$ cat config.mk
export PLATFORM = sky130hd
export DESIGN_NAME = rotor_stepper_flat
export DESIGN_NICKNAME = d
export VERILOG_FILES = /design/src/rtl/rotor_stepper_pkg.sv /design/src/rtl/rotor_stepper_if.sv /design/src/rtl/rotor_pos_counter.sv /design/src/rtl/rotor_stepper.sv /design/src/flat_wrapper.sv
export SDC_FILE = /design/constraint.sdc
export NUM_CORES = 1
export LEC_CHECK = 0
export BUFFER_PORTS_ARGS = -buffer_cell sky130_fd_sc_hd__buf_2
export CAP_MARGIN = 30
export CORE_AREA = 10 10 67 69
export DETAILED_ROUTE_END_ITERATION = 16
export DIE_AREA = 0 0 77 79
export PLACE_DENSITY = 0.72
export SLEW_MARGIN = 10
export SYNTH_ARGS = -nofsm -noshare
export SYNTH_HDL_FRONTEND = slang
export SYNTH_SLANG_ARGS = --single-unit
$ cat constraint.sdc
create_clock -name clk -period 4 [get_ports clk]
set_input_delay 0.8 -clock clk [delete_from_list [all_inputs] [get_ports clk]]
set_output_delay 0.8 -clock clk [all_outputs]
set_load 0.05 [all_outputs]
$ cat src/rtl/rotor_stepper_pkg.sv
// rotor_stepper_pkg: shared letter type, alphabet size and mod-26 helpers for the stepper
package rotor_stepper_pkg;
  localparam int ALPHA = 26;
  typedef logic [4:0] letter_t;
  typedef enum logic {IDLE, HOLD} state_t;
  function automatic logic letter_valid(letter_t v);
    return v < letter_t'(ALPHA);
  endfunction
  function automatic letter_t mod26_inc(letter_t v);
    return (v >= letter_t'(ALPHA - 1)) ? '0 : v + 5'd1;
  endfunction
  function automatic letter_t clamp(letter_t v);
    return letter_valid(v) ? v : '0;
  endfunction
endpackage

$ cat src/rtl/rotor_stepper_if.sv
// rotor_stepper_if: keypress, load and rotor-chain handshake bundle
interface rotor_stepper_if;
  import rotor_stepper_pkg::*;
  logic    load;
  letter_t load_pos0;
  letter_t load_pos1;
  letter_t load_pos2;
  logic    key_valid;
  letter_t key_in;
  logic    key_ready;
  logic    out_valid;
  logic    out_ready;
  letter_t key_out;
  letter_t pos0;
  letter_t pos1;
  letter_t pos2;
  logic    key_err;
  modport master (
    output load, load_pos0, load_pos1, load_pos2, key_valid, key_in, out_ready,
    input  key_ready, out_valid, key_out, pos0, pos1, pos2, key_err
  );
  modport slave (
    input  load, load_pos0, load_pos1, load_pos2, key_valid, key_in, out_ready,
    output key_ready, out_valid, key_out, pos0, pos1, pos2, key_err
  );
endinterface

$ cat src/rtl/rotor_pos_counter.sv
// rotor_pos_counter: mod-26 rotor position register with clamped load and step enable
module rotor_pos_counter
  import rotor_stepper_pkg::*;
(
  input  logic    clk,
  input  logic    rst,
  input  logic    load_i,
  input  letter_t load_val_i,
  input  logic    step_i,
  output letter_t pos_o
);
  letter_t pos_q, pos_d;
  // load wins over step; out-of-range load values land on 0
  always_comb pos_d = load_i ? clamp(load_val_i) : step_i ? mod26_inc(pos_q) : pos_q;
  // position register
  always_ff @(posedge clk or posedge rst)
    if (rst) pos_q <= '0;
    else     pos_q <= pos_d;
  assign pos_o = pos_q;
endmodule

$ cat src/rtl/rotor_stepper.sv
// rotor_stepper: keypress stepping controller (odometer with notches); STEPPER_DOUBLE_STEP_EN enables double-step
module rotor_stepper
  import rotor_stepper_pkg::*;
#(
  parameter letter_t NOTCH0 = 5'd16,
  parameter letter_t NOTCH1 = 5'd4
) (
  input logic clk,
  input logic rst,
  rotor_stepper_if.slave bus
);
  state_t  state_q;
  letter_t key_out_q;
  logic    out_valid_q, key_err_q;
  letter_t pos0, pos1, pos2;
  logic    accept, good, bad, kick1, st1, st2;
  assign bus.key_ready = (state_q == IDLE) & ~bus.load;
`ifdef STEPPER_DOUBLE_STEP_EN
  assign kick1 = (pos0 == NOTCH0) | (pos1 == NOTCH1);
`else
  assign kick1 = pos0 == NOTCH0;
`endif
  // accept decode and carry chain; rotor 2 only moves when rotor 1 steps off its notch
  always_comb begin
    accept = bus.key_valid & bus.key_ready;
    good   = accept & letter_valid(bus.key_in);
    bad    = accept & ~letter_valid(bus.key_in);
    st1    = good & kick1;
    st2    = st1 & (pos1 == NOTCH1);
  end
  rotor_pos_counter u_r0 (.clk(clk), .rst(rst), .load_i(bus.load), .load_val_i(bus.load_pos0), .step_i(good), .pos_o(pos0));
  rotor_pos_counter u_r1 (.clk(clk), .rst(rst), .load_i(bus.load), .load_val_i(bus.load_pos1), .step_i(st1), .pos_o(pos1));
  rotor_pos_counter u_r2 (.clk(clk), .rst(rst), .load_i(bus.load), .load_val_i(bus.load_pos2), .step_i(st2), .pos_o(pos2));
  // handshake FSM; load discards any held letter
  always_ff @(posedge clk or posedge rst)
    if (rst) begin
      state_q     <= IDLE;
      key_out_q   <= '0;
      out_valid_q <= 1'b0;
      key_err_q   <= 1'b0;
    end else begin
      key_err_q <= bad;
      if (bus.load) begin
        state_q     <= IDLE;
        out_valid_q <= 1'b0;
      end else if (state_q == IDLE && good) begin
        state_q     <= HOLD;
        out_valid_q <= 1'b1;
        key_out_q   <= bus.key_in;
      end else if (state_q == HOLD && bus.out_ready) begin
        state_q     <= IDLE;
        out_valid_q <= 1'b0;
      end
    end
  assign bus.out_valid = out_valid_q;
  assign bus.key_out   = key_out_q;
  assign bus.key_err   = key_err_q;
  assign bus.pos0      = pos0;
  assign bus.pos1      = pos1;
  assign bus.pos2      = pos2;
endmodule
$ cat src/flat_wrapper.sv
// flat-port wrapper written by rule: the top's interface ports become plain ports
module rotor_stepper_flat import rotor_stepper_pkg::*;
#(
  parameter letter_t NOTCH0 = 5'd16,
  parameter letter_t NOTCH1 = 5'd4
)
  (clk, rst, bus_load, bus_load_pos0, bus_load_pos1, bus_load_pos2, bus_key_valid, bus_key_in, bus_out_ready, bus_key_ready, bus_out_valid, bus_key_out, bus_pos0, bus_pos1, bus_pos2, bus_key_err);
  rotor_stepper_if bus_i ();
  input logic clk;
  input logic rst;
  input wire logic [$bits(bus_i.load)-1:0] bus_load;
  input wire logic [$bits(bus_i.load_pos0)-1:0] bus_load_pos0;
  input wire logic [$bits(bus_i.load_pos1)-1:0] bus_load_pos1;
  input wire logic [$bits(bus_i.load_pos2)-1:0] bus_load_pos2;
  input wire logic [$bits(bus_i.key_valid)-1:0] bus_key_valid;
  input wire logic [$bits(bus_i.key_in)-1:0] bus_key_in;
  input wire logic [$bits(bus_i.out_ready)-1:0] bus_out_ready;
  output wire logic [$bits(bus_i.key_ready)-1:0] bus_key_ready;
  output wire logic [$bits(bus_i.out_valid)-1:0] bus_out_valid;
  output wire logic [$bits(bus_i.key_out)-1:0] bus_key_out;
  output wire logic [$bits(bus_i.pos0)-1:0] bus_pos0;
  output wire logic [$bits(bus_i.pos1)-1:0] bus_pos1;
  output wire logic [$bits(bus_i.pos2)-1:0] bus_pos2;
  output wire logic [$bits(bus_i.key_err)-1:0] bus_key_err;
  assign bus_i.load = bus_load;
  assign bus_i.load_pos0 = bus_load_pos0;
  assign bus_i.load_pos1 = bus_load_pos1;
  assign bus_i.load_pos2 = bus_load_pos2;
  assign bus_i.key_valid = bus_key_valid;
  assign bus_i.key_in = bus_key_in;
  assign bus_i.out_ready = bus_out_ready;
  assign bus_key_ready = bus_i.key_ready;
  assign bus_out_valid = bus_i.out_valid;
  assign bus_key_out = bus_i.key_out;
  assign bus_pos0 = bus_i.pos0;
  assign bus_pos1 = bus_i.pos1;
  assign bus_pos2 = bus_i.pos2;
  assign bus_key_err = bus_i.key_err;
  rotor_stepper #(.NOTCH0(NOTCH0), .NOTCH1(NOTCH1)) u_core (.clk(clk), .rst(rst), .bus(bus_i));
endmodule
==> flow_summary.ini <==
[global_route]
overflow = 0
grt_pass1_wl_um = 6250
grt_pass1_vias = 1416
grt_max_degree = 33
grt_usage = 0.118
antenna_found_initial = 0

[clock_network]
clock_sinks = 22
cts_tree = done
cts_buffers = 3
ctsResizeCount = 0
htree_levels = 1
clk_pin_slew_worst_paths_ns = 0.13
cts-root-buf = clkbuf_4
cts_setup_buffers = 0
clk_latency_ns = 0.32
postCtsHoldBufs = 0
clockBufferDepth = 2

[worst_setup_path]
reg2reg_depth = 6
cp_top_family = buffers and inverters
cp_max_fo = 32
cp_num_buf_inv = 2
crit_chain = buf_2, nor2_1, buf_2
cp.arrival_ns = 1.59
crit_path_end_kind = output port
required_ns = 3.20
crit_top_cell = buf_2
critPathLaunchType = input port
critical_path.slowest_cell = buf_2
crit_cells = 3
crit_type = input port to output port
slowest_delay_ns = 0.44

[synthesis]
synthDistinctLibCells = 39
synth-edff-count = 0
syn_avg_cell_area_um2 = 8.84
yosysWarnings = 0
seq_area_frac_synth = 0.387
synth_top_area_cell = dfrtp_1
ys_ff_latch = 22
yosys-top-cells-area = dfrtp_1, nand3_1, ha_1, nand2_1, o21ai_0
synth_nets = 194
yosys-top-cells-count = dfrtp_1, nand2_1, nand3_1
syn-instance-count = 161
synth_top_cell_area_share = 0.387
async_flop_share = 1.00
syn_area_um2 = 1420
synth_ff_type = dfrtp_1

[route]
via_per_inst = 5.55
first_pass_iters = 4
wl_per_cell_um = 14.5
drtIter0Drc = 60
wl_um = 3670
vias = 1405
drc_errors = 0
antenna_left = 0

[flow_run]
maxCapViolations = 0

[floorplan]
fp-row-count = 21
io_pins = 48
dieArea_um2 = 6080
die-width_um = 77
die_h_um = 79
core_um2 = 3230
start_util = 0.440

[sta]
finalSetupViolations = 0
fin_ws_ns = 1.61
fmax_mhz = 418
final_hold_viol_count = 0
max_slew.worst_pin.slew_ns = 0.818
maxSlewViolCount = 0
fin_setup_tns_ns = 0
slew_headroom = 0.454
clock_skew_ns = 0.0125
rsz0062_at_grt = no
fin_crit_sh = 0.599
period_needed_ns = 2.39

[finish]
nNetsFinal = 241
layout-drive-gt1-share = 0.309
syn_to_final_growth_pct = 22.7
antenna_cells = 0
num-fill-cells = 308

[placed_design]
portBuffers = 47
gp_congestion = 0.804
dp_slack_ns = 1.62
dp.final_hpwl_um = 2800

[pwr]
power.density_nw_per_um2 = 407
p_leak_uw = 0.000838
ir_worst_vdd_uv = 273

[outcome]
status = completed

[min_path]
holdPathStages = 1
hold_class = register to register
## cells in the final DEF (no fill, tap or decap), drive strengths merged, types with 3 or more instances in the layout
cell     n
a21oi    9
o21ai   12
nor2    10
or4      3
dfrtp   22
nand3   21
inv      8
nand2   23
buf     47
ha       8
a31o     3
clkbuf   3
o211ai   5
and3     6
## routing by layer
layer / up-vias / share of wire / global-route usage
met1: 673 / 0.46 / 0.136
li1: 692 / - / -
met2: 38 / 0.49 / 0.214
met3: 2 / 0.053 / 0.0394
met4: 0 / 0.0033 / 0.0128
met5: - / 0 / 0
## area by class of cell
cell class	count	area, um2	area share
inverters	8	30.0	0.0172
clock inverters	1	30.0	0.0172
multi-input cells	126	820	0.470
well taps	46	57.6	0.0330
flip-flops and latches	22	551	0.315
repair buffers	47	235	0.135
clock buffers	3	22.5	0.0129
## worst register-to-register path, stage by stage (launching register included)
cell and delay, ns:
dfrtp_1 0.48, inv_1 0.10, ha_1 0.15, and4bb_2 0.28
nand3_1 0.15, or4_1 0.50, o311ai_1 0.08
## stage by stage
stage	utilization	instance area [um2]	power [uW]	instances	hold slack [ns]
floorplan	-	1420	469	161	0.743
global placement	0.524	1690	538	249	0.459
detailed placement	0.524	1690	540	249	0.471
CTS	0.540	1750	714	253	0.502
global route	0.540	1750	747	253	0.517
finish	0.540	1750	710	253	0.498
## report_power, final
| group | switching, uW | internal (uW) |
|---|---|---|
| clock | 74.9 | 101 |
| sequential | 33.3 | 250 |
| combinational | 179 | 71.1 |
| total | 287 | 423 |
## final timing paths
path / from / endpoint / slack, ns
setup / recovery: bus_load / bus_key_ready / 1.61
hold / removal: u_core.bus.key_out[3] / u_core.bus.key_out[3] / 0.50
setup reg to reg: u_core.u_r0.pos_o[0] / u_core.u_r1.pos_o[0] / 2.18
hold reg to reg: u_core.bus.key_out[3] / u_core.bus.key_out[3] / 0.50
max in group asynchronous: rst / u_core.u_r2.pos_o[1] / 2.88
min in group asynchronous: rst / u_core.bus.key_out[2] / 0.61
## kinds of logic (layout without fill, tap and decap cells)
| logic type | after synthesis | after routing | synth area share |
|---|---|---|---|
| buffers and inverters | 13 | 59 | 0.0369 |
| adders and majority gates | 8 | 8 | 0.0704 |
| and+or+nand+nor | 73 | 73 | 0.282 |
| AOI/OAI and AO/OA | 45 | 45 | 0.223 |
| DFF | 22 | 22 | 0.387 |
## sequential cells by signal (all words and copies together) (netlist names)
name                cells
u_core.bus.key_err      1
u_core.bus.key_out      5
u_core.state_q          1
u_core.u_r0.pos_o       5
u_core.u_r1.pos_o       5
u_core.u_r2.pos_o       5
(Power assumes the default switching activity.)
